`src/rtl/mul12_pkg.sv`:
```
// Shared types and constants for the quotient/remainder to numerator composer.
// Range checking in mul12_compose is enabled by defining MUL12_RANGE_CHECK_EN.
package mul12_pkg;

   localparam int unsigned DIVISOR = 12;
   localparam int unsigned REM_MAX = 11;
   localparam int unsigned ACC_W   = 7;
   localparam int unsigned Q_W     = 3;
   localparam int unsigned R_W     = 4;

   typedef enum logic [2:0] {
      IDLE = 3'd0,
      ADD8 = 3'd1,
      ADD4 = 3'd2,
      ADDR = 3'd3,
      DONE = 3'd4
   } state_t;

endpackage

```
`src/rtl/mul12_compose.sv`:
```
// Multi-cycle numerator = quotient*12 + remainder using shift-and-add (8q + 4q + r).
// Define MUL12_RANGE_CHECK_EN to flag illegal remainders and truncated results on err.
module mul12_compose
   import mul12_pkg::*;
#(
   parameter int unsigned NUM_W = 6
) (
   input  logic             clk,
   input  logic             reset,
   input  logic             in_valid,
   output logic             in_ready,
   input  logic [Q_W-1:0]   quotient,
   input  logic [R_W-1:0]   remainder,
   output logic             out_valid,
   input  logic             out_ready,
   output logic [NUM_W-1:0] numerator,
   output logic             err
);

   state_t             r_state;
   state_t             w_next;
   logic               r_in_ready;
   logic               r_out_valid;
   logic [Q_W-1:0]     r_q;
   logic [R_W-1:0]     r_rem;
   logic [ACC_W-1:0]   r_acc;
   logic [NUM_W-1:0]   r_num;
   logic               w_accept;

   assign w_accept  = in_valid & r_in_ready;
   assign in_ready  = r_in_ready;
   assign out_valid = r_out_valid;
   assign numerator = r_num;

   // State register; handshake flags are registered from the next state.
   always_ff @(posedge clk or posedge reset) begin
      if (reset) begin
         r_state     <= IDLE;
         r_in_ready  <= 1'b1;
         r_out_valid <= 1'b0;
      end else begin
         r_state     <= w_next;
         r_in_ready  <= (w_next == IDLE);
         r_out_valid <= (w_next == DONE);
      end
   end

   always_comb begin
      w_next = r_state;
      unique case (r_state)
         IDLE:    if (in_valid) w_next = ADD8;
         ADD8:    w_next = ADD4;
         ADD4:    w_next = ADDR;
         ADDR:    w_next = DONE;
         DONE:    if (out_ready) w_next = IDLE;
         default: w_next = IDLE;
      endcase
   end

   // Accumulator: 8q is loaded at accept, then 4q and r are added.
   always_ff @(posedge clk or posedge reset) begin
      if (reset) begin
         r_q   <= '0;
         r_rem <= '0;
         r_acc <= '0;
         r_num <= '0;
      end else begin
         unique case (r_state)
            IDLE: if (w_accept) begin
               r_q   <= quotient;
               r_rem <= remainder;
               r_acc <= ACC_W'({quotient, 3'b000});
            end
            ADD8:    r_acc <= r_acc + ACC_W'({r_q, 2'b00});
            ADD4:    r_acc <= r_acc + ACC_W'(r_rem);
            ADDR:    r_num <= NUM_W'(r_acc);
            default: ;
         endcase
      end
   end

`ifdef MUL12_RANGE_CHECK_EN
   logic r_err;
   logic w_rem_bad;
   logic w_ovf;

   assign w_rem_bad = (r_rem > R_W'(REM_MAX));
   assign w_ovf     = ((r_acc >> NUM_W) != ACC_W'(0));
   assign err       = r_err;

   // Fault is captured with the result and cleared when it is consumed.
   always_ff @(posedge clk or posedge reset) begin
      if (reset) begin
         r_err <= 1'b0;
      end else if (r_state == ADDR) begin
         r_err <= w_rem_bad | w_ovf;
      end else if ((r_state == DONE) && out_ready) begin
         r_err <= 1'b0;
      end
   end
`else
   assign err = 1'b0;
`endif

endmodule
```
`config.mk`:
```
export PLATFORM = sky130hd
export DESIGN_NAME = mul12_compose
export DESIGN_NICKNAME = d
export VERILOG_FILES = /design/src/rtl/mul12_pkg.sv /design/src/rtl/mul12_compose.sv
export SDC_FILE = /design/constraint.sdc
export NUM_CORES = 1
export LEC_CHECK = 0
export CORE_UTILIZATION = 35
export CTS_CLUSTER_SIZE = 8
export DETAILED_ROUTE_END_ITERATION = 6
export PLACE_DENSITY = 0.66
export SLEW_MARGIN = 20
export SYNTH_ARGS = -nofsm -noshare
export SYNTH_HDL_FRONTEND = slang
export SYNTH_SLANG_ARGS = --single-unit
```
`constraint.sdc`:
```
create_clock -name clk -period 1.9 [get_ports clk]
set_input_delay 0.285 -clock clk [delete_from_list [all_inputs] [get_ports clk]]
set_output_delay 0.285 -clock clk [all_outputs]
set_load 0.005 [all_outputs]
```
==> results.txt <==
Die Height: 62.59 um
Sink Count: 24
IO Pins: 20
Area leader, netlist: dfrtp_1
Post-synth EDFFs: 0
Pwr dens: 1719 nW/um^2
Max cap viols: 0
Final Max Tran Viols: 0
Register area: 603.1 sq um
Routed WL: 2416 um
Top FF cell, synth: dfrtp_1
Worst Path Max Fanout: 2
Inserted Diodes: 0
Final design utilization: 0.4707
Hold Path Class: primary input to asynchronous set/reset pin
Worst setup startpoint: r_rem[0]
Commonest non-fill, non-tap cell in the layout: nand2_1
Crit. End Element: register
Post-synth cell types: 39
Setup crit start kind: register
End of the critical path: r_acc[4]
Mapped Cells: 128
Reg clk slew, reported paths: 0.14 ns
Period utilization: 0.9496
FF-to-FF End: r_acc[4]
Tmin final: 1.804 ns
Final hold vios: 0
Kind of critical path: register to register
Syn Nets: 148
Peak VDD IR: 962.3 uV
RSZ-0062 raised after global routing: yes
Yosys warning total: 0
Largest net degree at the start of global routing: 15
Routed WL per cell: 12.14 um
Global-route wire length before repair: 4222 um
PortBufs: 18
Initial antenna violation count: 0
Die ar.: 3918 sq um
Via/cell ratio: 4.638
Arr. time, crit path: 2.06 ns
Fmax: 0.5543 GHz
Area of the multi-input gates: 635.6 sq um
Cell area after synthesis: 1285 sq um
Initial DRC Count: 42
Share of layout cells above drive strength 1: 0.1699
Clock Latency Late Sink: 0.32 ns
Worst r2r path cells: 7
Status: completed
Initial Util: 0.3762
Mapped Avg Cell Area: 10.04 sq um
GR Util All Layers: 0.1408
NumNets Final: 174
Final HPWL DP: 1873 um
Cell Rows: 21
Root buf cell: clkbuf_4
Final clock skew: 0.01834 ns
WP data required: 2.15 ns
FF+latch count, synth: 24
Top cells by area, synth: dfrtp_1 45%, nand2_1 8.8%, ha_1 6.8%
Post-synthesis sequential area ratio: 0.4684
DIE WIDTH: 62.59 um
Asr flop ratio synth: 1.000
Final ANT Viol Nets: 0
DR vias: 923
Gpl congestion: 0.8850
Core Box Area: 3416 sq um
Fillers: 339
Worst r2r src: r_rem[0]
Final hold slack: 0.2510 ns
Most frequent cells in the layout: 30 x nand2_1, 22 x dfrtp_1, 18 x clkdlybuf4s50_1
Worst R2R Setup Slack: 0.1 ns
Yosys top cell area share: 0.4479
Max Root-Sink Buffers: 2
Setup Viol. Count Final: 0
H-tree level count: 1
Clock tree from TritonCTS: done
DR pass1 iterations: 4
DRC violations left: 0
Placed instance area: 1525 sq um
Leakage: 0.7733 nW
Cts bufs inserted: 3
Congestion Overflow GR: 0
Final Cell Area: 1608 sq um
Area Overhead vs Synth: 25.12%
Number of global-route vias before repair: 875
[metrics by stage]
step / setup slack [ns] / cells / TNS (ns) / power (mW)
after global routing: -0.007279 / 199 / -0.007279 / 3.035
after detailed placement: -0.05183 / 192 / -0.05183 / 2.366
after floorplan: 0.1712 / 128 / 0 / 1.946
final: 0.09579 / 199 / 0 / 2.764
after CTS: 0.02398 / 196 / 0 / 2.761
after global placement: 0.08305 / 192 / 0 / 2.305
[kinds of logic (layout without fill, tap and decap cells)]
kind of cell | Yosys count | count (layout) | share of synthesized area
DFF | 24 | 24 | 0.4684
AOI/OAI and AO/OA | 29 | 29 | 0.1626
muxes | 3 | 3 | 0.02629
other | 1 | 1 | 0.002918
xor gates and xnor gates | 4 | 4 | 0.02726
buffers and inverters | 11 | 36 | 0.04187
adders and majority gates | 9 | 9 | 0.09932
and+or+nand+nor | 47 | 47 | 0.1714
[routing by layer]
layer | global-route usage | up-vias | wire length, um
met4 | 0.02616 | 0 | 14
met2 | 0.2120 | 20 | 1044
met5 | 0 | - | 0
met3 | 0.04380 | 2 | 110
li1 | - | 482 | -
met1 | 0.1995 | 419 | 1247
[critical path, cell delays in order, from the launching register on]
cell      delay (ns)
dfrtp_1         0.41
ha_1            0.23
fa_2            0.36
a21o_1          0.21
a21oi_2         0.14
o21ai_1         0.09
o221ai_2        0.16
o21a_1          0.15
[cell type report]
cell class | instances | area share
tap | 46 | 0.03580
timing repair buffer | 25 | 0.1447
sequential | 24 | 0.3751
clock buffer | 3 | 0.01401
clock inverter | 1 | 0.01868
inverter | 7 | 0.01634
multi-input combinational | 93 | 0.3953
[worst min-delay path by stage]
stage | to | depth (start not counted)
finish | r_state[0] | 2
global route | out_valid | 2
CTS | out_valid | 2
detailed placement | numerator[4] | 2
global placement | numerator[2] | 2
floorplan | numerator[0] | 1
[sequential cells by signal, indices dropped and copies added, names as in the netlist]
signal	cells
in_ready	1
numerator	6
out_valid	1
r_rem	4
r_state	3
r_q	3
r_acc	6
[repair_timing]
| item | 4_1_cts | 5_1_grt |
|---|---|---|
| hold buffers | 0 | 0 |
| buffers inserted | 0 | 3 |
| gates resized for setup | 2 | 2 |
| setup endpoints to repair | 1 | 2 |
| pin swaps | 0 | 1 |
[cells in the mapped netlist, drive strengths merged, types with 2 or more instances]
cell type,number
fa,2
inv,7
mux2,3
ha,7
a21o,4
dfrtp,23
a21oi,3
o21ai,9
or2,2
a22o,2
xnor2,4
buf,3
nor2,4
nand2b,2
nand2,31
or3,2
o21a,3
and2,2
[report_power, final]
group	switching, mW	leakage, nW	internal [mW]
sequential	0.195	0.299	0.756
combinational	0.683	0.446	0.762
clock	0.154	0.0279	0.213
total	1.03	0.773	1.73
Note: power is estimated with default switching activity, not from simulation.
